===== src/rtl/accum_pkg.sv =====
// Shared definitions for the accumulator arbiter: opcodes, FSM state
// encodings and the round-robin pick helper.
package accum_pkg;

    // Operation codes carried on op0/op1
    localparam logic [1:0] OP_ADD   = 2'b00;
    localparam logic [1:0] OP_SUB   = 2'b01;
    localparam logic [1:0] OP_LOAD  = 2'b10;
    localparam logic [1:0] OP_CLEAR = 2'b11;

    // Controller states
    localparam logic [1:0] ST_IDLE = 2'b00;
    localparam logic [1:0] ST_EXEC = 2'b01;
    localparam logic [1:0] ST_ACK  = 2'b10;

    // Picks the requester to serve; only meaningful when req is non-zero.
    // A lone requester wins; on contention the one not served last wins.
    function automatic logic rr_pick(input logic [1:0] req, input logic rr_last);
        if (req == 2'b11) begin
            return ~rr_last;
        end
        return req[1];
    endfunction

endpackage


===== src/rtl/accum_alu.sv =====
// Combinational arithmetic unit for the shared accumulator.
// Build option ACCUM_SAT_EN: ADD saturates at all-ones and SUB clamps at
// zero, raising ovf_set on a clamp. Without it, arithmetic wraps and
// ovf_set reports the carry-out or borrow.
module accum_alu
    import accum_pkg::*;
#(
    parameter int WIDTH = 8
) (
    input  logic [WIDTH-1:0] acc,
    input  logic [WIDTH-1:0] opnd,
    input  logic [1:0]       op,
    output logic [WIDTH-1:0] result,
    output logic             ovf_set
);

    logic [WIDTH:0] sum;
    logic [WIDTH:0] diff;

    // The extra top bit holds the carry-out for ADD and the borrow for SUB
    assign sum  = {1'b0, acc} + {1'b0, opnd};
    assign diff = {1'b0, acc} - {1'b0, opnd};

    // Select the result and whether this operation overflowed
    always_comb begin
        result  = acc;
        ovf_set = 1'b0;
        case (op)
            OP_ADD: begin
`ifdef ACCUM_SAT_EN
                result  = sum[WIDTH] ? {WIDTH{1'b1}} : sum[WIDTH-1:0];
`else
                result  = sum[WIDTH-1:0];
`endif
                ovf_set = sum[WIDTH];
            end
            OP_SUB: begin
`ifdef ACCUM_SAT_EN
                result  = diff[WIDTH] ? {WIDTH{1'b0}} : diff[WIDTH-1:0];
`else
                result  = diff[WIDTH-1:0];
`endif
                ovf_set = diff[WIDTH];
            end
            OP_LOAD: begin
                result  = opnd;
            end
            default: begin
                result  = {WIDTH{1'b0}};
            end
        endcase
    end

endmodule


===== src/rtl/accum_arbiter.sv =====
// Two requesters share one accumulator over a 4-phase req/ack handshake.
// Grants alternate round-robin on contention and one operation runs at a
// time (IDLE -> EXEC -> ACK -> IDLE). The operand of a requester whose
// INV_MASK bit is set is inverted at grant (active-low switch bank).
// Build option ACCUM_SAT_EN selects saturating arithmetic in accum_alu.
module accum_arbiter
    import accum_pkg::*;
#(
    parameter int         WIDTH    = 8,
    parameter logic [1:0] INV_MASK = 2'b00
) (
    input  logic             slowclk,
    input  logic             resetn,
    input  logic [1:0]       req,
    input  logic [1:0]       op0,
    input  logic [WIDTH-1:0] opnd0,
    input  logic [1:0]       op1,
    input  logic [WIDTH-1:0] opnd1,
    output logic [1:0]       ack,
    output logic             busy,
    output logic [WIDTH-1:0] acc_out,
    output logic             ovf
);

    logic [1:0]       state_q,   state_d;
    logic             grant_q,   grant_d;
    logic             rr_last_q, rr_last_d;
    logic [1:0]       op_q,      op_d;
    logic [WIDTH-1:0] opnd_q,    opnd_d;
    logic [WIDTH-1:0] acc_q,     acc_d;
    logic             ovf_q,     ovf_d;
    logic [1:0]       ack_q,     ack_d;

    logic             pick;
    logic [WIDTH-1:0] alu_result;
    logic             alu_ovf_set;

    accum_alu #(
        .WIDTH(WIDTH)
    ) u_alu (
        .acc    (acc_q),
        .opnd   (opnd_q),
        .op     (op_q),
        .result (alu_result),
        .ovf_set(alu_ovf_set)
    );

    assign pick    = rr_pick(req, rr_last_q);
    assign ack     = ack_q;
    assign busy    = (state_q != ST_IDLE);
    assign acc_out = acc_q;
    assign ovf     = ovf_q;

    // Handshake controller: grant and latch in IDLE, compute in EXEC, hold ack until req drops
    always_comb begin
        state_d   = state_q;
        grant_d   = grant_q;
        rr_last_d = rr_last_q;
        op_d      = op_q;
        opnd_d    = opnd_q;
        acc_d     = acc_q;
        ovf_d     = ovf_q;
        ack_d     = ack_q;
        case (state_q)
            ST_IDLE: begin
                if (req != 2'b00) begin
                    grant_d = pick;
                    if (pick) begin
                        op_d   = op1;
                        opnd_d = INV_MASK[1] ? ~opnd1 : opnd1;
                    end else begin
                        op_d   = op0;
                        opnd_d = INV_MASK[0] ? ~opnd0 : opnd0;
                    end
                    state_d = ST_EXEC;
                end
            end
            ST_EXEC: begin
                acc_d   = alu_result;
                ovf_d   = (op_q == OP_CLEAR) ? 1'b0 : (ovf_q | alu_ovf_set);
                ack_d   = grant_q ? 2'b10 : 2'b01;
                state_d = ST_ACK;
            end
            ST_ACK: begin
                if (!req[grant_q]) begin
                    ack_d     = 2'b00;
                    rr_last_d = grant_q;
                    state_d   = ST_IDLE;
                end
            end
            default: begin
                ack_d   = 2'b00;
                state_d = ST_IDLE;
            end
        endcase
    end

    // State registers; reset aborts any operation in flight and favours requester 0 next
    always_ff @(posedge slowclk or negedge resetn) begin
        if (!resetn) begin
            state_q   <= ST_IDLE;
            grant_q   <= 1'b0;
            rr_last_q <= 1'b1;
            op_q      <= OP_ADD;
            opnd_q    <= {WIDTH{1'b0}};
            acc_q     <= {WIDTH{1'b0}};
            ovf_q     <= 1'b0;
            ack_q     <= 2'b00;
        end else begin
            state_q   <= state_d;
            grant_q   <= grant_d;
            rr_last_q <= rr_last_d;
            op_q      <= op_d;
            opnd_q    <= opnd_d;
            acc_q     <= acc_d;
            ovf_q     <= ovf_d;
            ack_q     <= ack_d;
        end
    end

endmodule


===== config.mk =====
export PLATFORM = sky130hd
export DESIGN_NAME = accum_arbiter
export DESIGN_NICKNAME = d
export VERILOG_FILES = /design/src/rtl/accum_pkg.sv /design/src/rtl/accum_alu.sv /design/src/rtl/accum_arbiter.sv
export SDC_FILE = /design/constraint.sdc
export NUM_CORES = 1
export LEC_CHECK = 0
export CAP_MARGIN = 10
export CORE_UTILIZATION = 47
export CTS_CLUSTER_SIZE = 16
export DETAILED_ROUTE_END_ITERATION = 16
export GPL_ROUTABILITY_DRIVEN = 0
export PLACE_DENSITY_LB_ADDON = 0.1
export SKIP_LAST_GASP = 1
export SYNTH_ARGS = -nofsm -noshare
export SYNTH_HDL_FRONTEND = slang
export SYNTH_SLANG_ARGS = --single-unit

===== constraint.sdc =====
create_clock -name slowclk -period 2 [get_ports slowclk]
set_input_delay 0.4 -clock slowclk [delete_from_list [all_inputs] [get_ports slowclk]]
set_output_delay 0.4 -clock slowclk [all_outputs]
set_load 0.01 [all_outputs]

==> out/metrics.csv <==
metric,value,unit
violations,setup timing,
insertedDiodeCount,0,
timing.rr.end,acc_out[7]$_DFFE_PN0N_,
die-height,65.19,um
die_area,4250,sq um
grt_pass1_wl,7.631,mm
ios,36,
powerDensity,1865,nW/um^2
status,"complete, but fails checks",
drtIter0Drc,103,
start_util,50.13,%
track_usage,23.20,%
ff2ff_setup_slack,-40,ps
worst-path-stages,7,
cts_sinks,25,
clock_latency,280,ps
cpPeakStageDelay,490,ps
cp.required,2200,ps
final_util,71.52,%
rsz0062_at_grt,true,
cpMaxStageDelayCell,or4_4,
synth_nets,257,
vias,1786,
maxCapViolCount,0,
routed_via_density,5.462,
finalCriticalPeriod,2038,ps
cts_tree,yes,
power.share.switching,45.26,%
p_clk_share,6.6,%
setup_ws,-38.12,ps
p_sw,2260,uW
grt_antenna_before_repair,0,
core_area,3744,sq um
critPathArrivalTime,2240,ps
total_power,4993,uW
drive_above_1_share,23.66,%
cts_buffers,3,
p_comb_share,73.3,%
synth-seq-cells,25,
wl_per_cell,14.96,um
postRouteWirelength,4.893,mm
ys_types,41,
io_buffers,35,
setup_tns,-62.73,ps
hpwlAfterDp,3.336,mm
nNetsFinal,322,
synth-seq-area-share,33.40,%
hold_class,in2async,
htreeDepth,1,
cp.buffers_inverters,1,
synthCells,215,
cts-root-buf,clkbuf_8,
clockBufferDepth,2,
crit_family,simple AND/OR/NAND/NOR gates,
final_antenna_net_count,0,
grt_max_degree,26,
final_common_cell,buf_4,
tightest_slew,590.7,ps
num_rows,22,
setup_viol,3,
placed_area,2437,sq um
max_freq,490.6,MHz
skew,6.933,ps
rr_worst_depth,7,
final_max_slew_viol_count,0,
timing.rr.start,opnd_q[6]$_DFFE_PN0P_,
grt_pass1_vias,1648,
p_leak,0.001210,uW
clk_pin_slew_worst_paths,100,ps
p_int,2733,uW
syn_to_final_growth,42.67,%
die_w,65.19,um
crit_fanout,3,
route.detailed.drc,0,
worstSetupStartpointType,register,
syn_area,1877,sq um
path_class,reg2reg,
grt-ovfl-total,0,
finalCritPeriodShare,101.9,%
final_cell_mix,"buf_4 (38), clkdlybuf4s50_1 (35), nor2_1 (27)",
seqPwrFrac,20.0,%
endpoint_kind,register,
nFillCells,312,
peakVddDrop,0.0009063,V
drtPass1Iterations,4,
synth_warnings,0,
avgSynthCellArea,8.729,sq um
hold_viol_final,0,
design_area,2678,sq um
relSlewSlack,60.62,%
crit_chain,inv_1 -> ha_1 -> or4_4 -> o22ai_2 -> mux2i_1 -> or3_1 -> a31oi_1,
-- area by class of cell --
class                           count  area, sq um  area share [%]
Clock inverter                      1        8.758          0.3271
Tap cell                           48        60.06           2.243
Clock buffer                        3        41.29           1.542
Inverter                           15        56.30           2.103
Multi-Input combinational cell    161         1235           46.12
Sequential cell                    25        629.4           23.50
Timing Repair Buffer               74        646.9           24.16
-- layer usage --
layer / track usage, % / part of all wire, % / up-vias
li1: - / - / 873
met1: 32.68 / 46 / 839
met2: 37.37 / 48 / 64
met3: 4.167 / 4.3 / 10
met4: 4.076 / 1.7 / 0
met5: 0 / 0 / -
-- kinds of logic after synthesis --
| kind of cell | after synthesis | synth area share (%) |
|---|---|---|
| compound gates | 64 | 21.87 |
| xor+xnor | 7 | 3.267 |
| fa+ha+maj | 18 | 12.80 |
| buf+inv | 29 | 7.199 |
| flops | 25 | 33.40 |
| mux | 16 | 8.533 |
| simple gates | 56 | 12.93 |
-- cell usage after synthesis --
| cell type | number | area [sq um] |
|---|---|---|
| a311oi_1 | 1 | 8.760 |
| a31oi_1 | 1 | 6.260 |
| o21ai_1 | 3 | 15.01 |
| a21o_1 | 3 | 22.52 |
| buf_4 | 2 | 15.01 |
| fa_1 | 2 | 40.04 |
| a2111oi_0 | 1 | 8.760 |
| inv_1 | 15 | 56.30 |
| nand2_1 | 17 | 63.81 |
| o21ai_0 | 11 | 55.05 |
| o41ai_1 | 2 | 17.52 |
| a221oi_1 | 2 | 17.52 |
| a21bo_2 | 1 | 10.01 |
| mux2i_1 | 16 | 160.2 |
| or4_4 | 1 | 11.26 |
| xnor2_1 | 6 | 52.55 |
| a21oi_1 | 24 | 120.1 |
| o311ai_1 | 1 | 8.760 |
| o22ai_2 | 1 | 12.51 |
| clkbuf_1 | 7 | 26.28 |
| a21boi_0 | 1 | 7.510 |
| o211ai_1 | 3 | 22.52 |
| nand3b_1 | 1 | 7.510 |
| o21bai_1 | 2 | 15.01 |
| buf_2 | 3 | 15.01 |
| nand2b_1 | 3 | 18.77 |
| o2111ai_1 | 1 | 8.760 |
| buf_6 | 2 | 22.52 |
| dfstp_2 | 1 | 26.28 |
| nand3_1 | 1 | 5.000 |
| a211oi_1 | 3 | 22.52 |
| a2bb2oi_1 | 1 | 8.760 |
| o31ai_1 | 1 | 7.510 |
| nor2_1 | 27 | 101.4 |
| nor3_1 | 2 | 10.01 |
| nor2b_1 | 3 | 18.77 |
| or3_1 | 1 | 6.260 |
| dfrtp_1 | 24 | 600.6 |
| a221oi_2 | 1 | 15.01 |
| ha_1 | 16 | 200.2 |
| xor2_1 | 1 | 8.760 |
-- power by group through the flow --
| stage | Combinational, uW | Clock, uW | Sequential, uW |
|---|---|---|---|
| after detailed placement | 3020 | 0 | 984 |
| after global routing | 4000 | 363 | 1030 |
| after global placement | 2990 | 0 | 978 |
| final | 3660 | 331 | 1000 |
| after floorplan | 1990 | 0 | 996 |
| after CTS | 3140 | 334 | 977 |
-- per-stage QoR --
step / hold WS, ps / worst slack (ps) / std cells
4_1_cts: 489.1 / 7.587 / 317
5_1_grt: 501.7 / -168.5 / 327
3_3_place_gp: 473.4 / -53.71 / 313
3_5_place_dp: 483.5 / -63.74 / 313
6_report: 476.0 / -38.12 / 327
2_1_floorplan: 104.4 / -39.47 / 215
-- worst register-to-register path, stage by stage, from the launching register on --
cell	delay, ps
dfrtp_1	400
inv_1	90
ha_1	300
or4_4	490
o22ai_2	130
mux2i_1	90
or3_1	310
a31oi_1	160
-- flip-flops by register name, summed over array words and instances, names as in the netlist --
register and flops:
acc_out 8, opnd_q 8, ack 2, op_q 2, state_q 2, grant_q 1, ovf 1, rr_last_q 1
-- worst max-delay path by stage --
stage               slack [ps]                    from                      to
floorplan                  -40  acc_out[5]$_DFFE_PN0N_  acc_out[7]$_DFFE_PN0N_
global placement           -50  acc_out[1]$_DFFE_PN0N_  acc_out[5]$_DFFE_PN0N_
detailed placement         -60  acc_out[0]$_DFFE_PN0N_  acc_out[6]$_DFFE_PN0N_
CTS                          8   opnd_q[5]$_DFFE_PN0P_  acc_out[7]$_DFFE_PN0N_
global route              -170   opnd_q[6]$_DFFE_PN0P_  acc_out[7]$_DFFE_PN0N_
finish                     -40   opnd_q[6]$_DFFE_PN0P_  acc_out[7]$_DFFE_PN0N_
-- repair_timing --
action,in CTS,in global routing
pin swaps,2,14
hold buffers,0,0
buffers inserted,0,10
endpoints found under the hold margin,0,0
gates resized for setup,7,16
setup endpoints to repair,4,6
No activity file was read; power rests on OpenSTA's default activity.
==> RTL edit 1: new RTL, same settings <==
The option `ACCUM_SAT_EN` is turned on by a define.
--- a/src/rtl/accum_alu.sv
+++ b/src/rtl/accum_alu.sv
@@ -2,6 +2,8 @@
 // Build option ACCUM_SAT_EN: ADD saturates at all-ones and SUB clamps at
 // zero, raising ovf_set on a clamp. Without it, arithmetic wraps and
 // ovf_set reports the carry-out or borrow.
+`define ACCUM_SAT_EN
+
 module accum_alu
     import accum_pkg::*;
 #(
Behaviour: not the same (Yosys sat finds a counterexample within 4 cycles, from zero or initial values and one cycle with resetn low).
==> RTL edit 1 against the unedited design <==
- the flow still finishes with violations (negative setup slack)
- routed wire length up 22%
- worst setup slack worse by 0.21 ns
- global-route usage is 3.7 points higher
- synthesized area increased by 12%
- cell area is 11% higher
- sequential cell count stayed put
- sequential share of layout area is 2.3 points lower
- hold slack worse by 0.0047 ns
- total power rose by 3.9%
- critical endpoint is now ovf
==> RTL edit 1: results (changes against the unedited design) <==
status: "complete, but fails checks"
violations: "negative setup slack"
critPathTopFamily: "compound AO/OA/AOI/OAI gates"
synthAdderAreaFrac_pct: 12.1  # -0.73 points
post_drt_wl_per_cell_um: 16.3  # +9.1%
drive_gt1_share_pct: 29.4  # +5.8 points
p_seq_uw: 963  # -4%
synthXorXnorAreaFrac_pct: 3.35  # +0.079 points
layout.cells.non_filler: 366  # +12%
synth_compound_area_share_pct: 23.1  # +1.2 points
synth_nets: 280  # +8.9%
finalSetupViolations: 9  # +6
tns_ns: -1.94  # -1.88 ns
grtUsageMet3_pct: 7.40  # +3.2 points
dr_wl_met3_um: 443  # +110%
worstPathArrival_ns: 2.47  # +0.23 ns
vdd_drop_max_uv: 834  # -8.0%
reg2reg_depth: 11  # +4
whs_ns: 0.471  # -0.00465 ns
syn_avg_cell_area_um2: 8.84  # +1.2%
worst_slack_ns: -0.247  # -0.209 ns
placed_cell_area_mm2: 0.00276  # +13%
max_stage_delay_ns: 0.43  # -0.06 ns
grt_pass1_vias: 1958  # +19%
drtIter0Drc: 217  # +110%
dr_wl_met2_um: 2840  # +20%
grt_use_met2_pct: 43.0  # +5.6 points
reg2reg_from: "acc_out[0]"
slew_headroom_pct: 72.7  # +12 points
timing.rr.end: "ovf"
power.density_mw_per_mm2: 1750  # -6.2%
nets: 360  # +12%
[RTL edit 1: cell types whose count changed after synthesis, moves of 3 or more]
cell      unedited run  this run
xor2_1               1         4
clkbuf_1             7         3
nand3_1              1         4
clkbuf_8             0         6
nor2_1              27        32
or2_2                0         3
o21ai_1              3         0
[RTL edit 1: final cells by class]
cell class                 instances  area [um^2]
clock buffer                       3         41.3
clock inverter                     1         7.51
fill                             329         1180
inverter                          15         58.8
multi-input combinational        184         1420
sequential                        25          628
tap                               50         62.6
timing repair buffer              88          752
[RTL edit 1: repair_timing]
action	4_1_cts	5_1_grt
hold endpoints to repair	0	0
buffers inserted	5	3
endpoints found under the setup margin	9	10
pin swaps	7	11
hold buffers	0	0
resized for setup	9	15
gates cloned	0	0
==> RTL edit 2: new RTL, same flow settings <==
Without the edit above. Register the output `ovf` once more; this adds one clock of latency there. The other outputs are not delayed to match.
--- a/src/rtl/accum_arbiter.sv
+++ b/src/rtl/accum_arbiter.sv
@@ -49,7 +49,9 @@
     assign ack     = ack_q;
     assign busy    = (state_q != ST_IDLE);
     assign acc_out = acc_q;
-    assign ovf     = ovf_q;
+    always_ff @(posedge slowclk) begin
+        ovf <= ovf_q;
+    end
 
     // Handshake controller: grant and latch in IDLE, compute in EXEC, hold ack until req drops
     always_comb begin
Behaviour: not the same (a bounded check fails within 4 cycles, from zero or initial values and one cycle with resetn low).
==> RTL edit 2 against the unedited design <==
- the flow still finishes with violations (negative setup slack)
- synthesized cell count is 0.47% higher
- total power rose by 4.1%
- via count decreased by 2.6%
- sequential cell count is 1 higher
- cell count is 1.2% lower
- clock skew decreased by 0.0036 ns
- cell area is 2.5% higher
- worst setup slack better by 0.018 ns
- routed wire length fell by 2.5%
- first-iteration DRC count decreased by 2.9%
- synthesized area up 1.1%
- fmax rose by 0.90%
==> RTL edit 2: results (changes against the unedited design) <==
fillers: 287  # -8.0%
worstMarginPinSlew_ns: 0.576  # -0.0145 ns
status: "complete, but fails checks"
grt_pass1_wl_um: 8100  # +6.1%
wl_um: 4770  # -2.5%
layout.cells.non_filler: 323  # -1.2%
critPathTopFamily: "compound AO/OA/AOI/OAI gates"
drive_gt1_share_pct: 24.4  # +0.71 points
min_path_type: "flip-flop to flip-flop"
worstPathMaxFanout: 3  # unchanged
pre_cts_ws_ns: -0.178  # -0.114 ns
ys_seq_area_share_pct: 34.1  # +0.70 points
cp_slowest_cell: "dfrtp_1"
p_leak_uw: 0.00120  # -0.82%
synth.area.top_cells: "dfrtp_1, ha_1, mux2i_1, a21oi_1, nor2_1"
drtIter0Drc: 100  # -2.9%
synthArstFlopShare_pct: 96.2  # -3.8 points
worstPathArrival_ns: 2.16  # -0.08 ns
synth_nets: 258  # +0.39%
finClkSkew_ns: 0.00334  # -0.00359 ns
ys_types: 42  # +2.4%
violations: "negative setup slack"
worst_slack_ns: -0.0199  # +0.0182 ns
first_pass_iters: 5  # +1
placed_cell_area_mm2: 0.00245  # +0.51%
finalSetupViolations: 3  # unchanged
grt_pass1_vias: 1689  # +2.5%
max_stage_delay_ns: 0.44  # -0.05 ns
syn_avg_cell_area_um2: 8.78  # +0.60%
vias_per_cell: 5.38  # -1.4%
hpwlAfterDp_um: 3390  # +1.5%
vdd_drop_max_uv: 1120  # +24%
gr-usage-all-layers_pct: 25.0  # +1.8 points
-- RTL edit 2: final timing paths --
| path | start | end | cells after the start |
|---|---|---|---|
| setup reg to reg | acc_out[5] | acc_out[6] | 9 |
| setup / recovery | acc_out[5] | acc_out[6] | 9 |
| hold / removal | ovf_q | ovf | 0 |
| max in group asynchronous | resetn | rr_last_q | 2 |
| min in group asynchronous | resetn | ack[0] | 2 |
| hold reg to reg | ovf_q | ovf | 0 |
-- RTL edit 2: metal layers --
metal	part of all wire (%)	global-route usage (%)	vias to the layer above
met5	0	0	-
met4	0.86	8.42	0
met3	3.8	3.30	4
met1	47	33.9	814
li1	-	-	870
met2	48	40.7	51
-- RTL edit 2: report_power, final --
group          total (uW)  internal (uW)  leakage (uW)  switching (uW)
combinational        3790           1930      0.000867            1860
clock                 339            176     0.0000288             163
sequential           1070            771      0.000305             298
-- RTL edit 2: repair_timing --
| item | in CTS | in global routing |
|---|---|---|
| gates resized for setup | 21 | 11 |
| setup buffers | 6 | 0 |
| pin swaps | 9 | 13 |
| endpoints found under the setup margin | 4 | 7 |
-- RTL edit 2: cell families after synthesis --
family / synth area share (%)
xor+xnor: 3.23
compound gates: 21.6
buf+inv: 7.12
fa+ha+maj: 12.7
flops: 34.1
simple gates: 12.8
mux: 8.44
-- RTL edit 2: final cells by class --
cell class | instances | area (um^2) | share of cell area [%]
inverter | 15 | 58.8 | 2.14
clock buffer | 4 | 55.1 | 2.01
tap | 48 | 60.1 | 2.19
sequential | 26 | 648 | 23.6
timing repair buffer | 69 | 622 | 22.7
multi-input combinational | 161 | 1300 | 47.4
-- RTL edit 2: per-stage QoR --
step	util, %	hold WS, ns	setup TNS, ns	total power [uW]
floorplan	-	0.104	-0.0395	3010
global placement	65.0	0.395	-0.164	3920
detailed placement	65.0	0.398	-0.394	4000
CTS	71.5	0.424	-0.0858	4910
global route	72.8	0.442	-0.406	5600
finish	72.8	0.427	-0.0328	5200
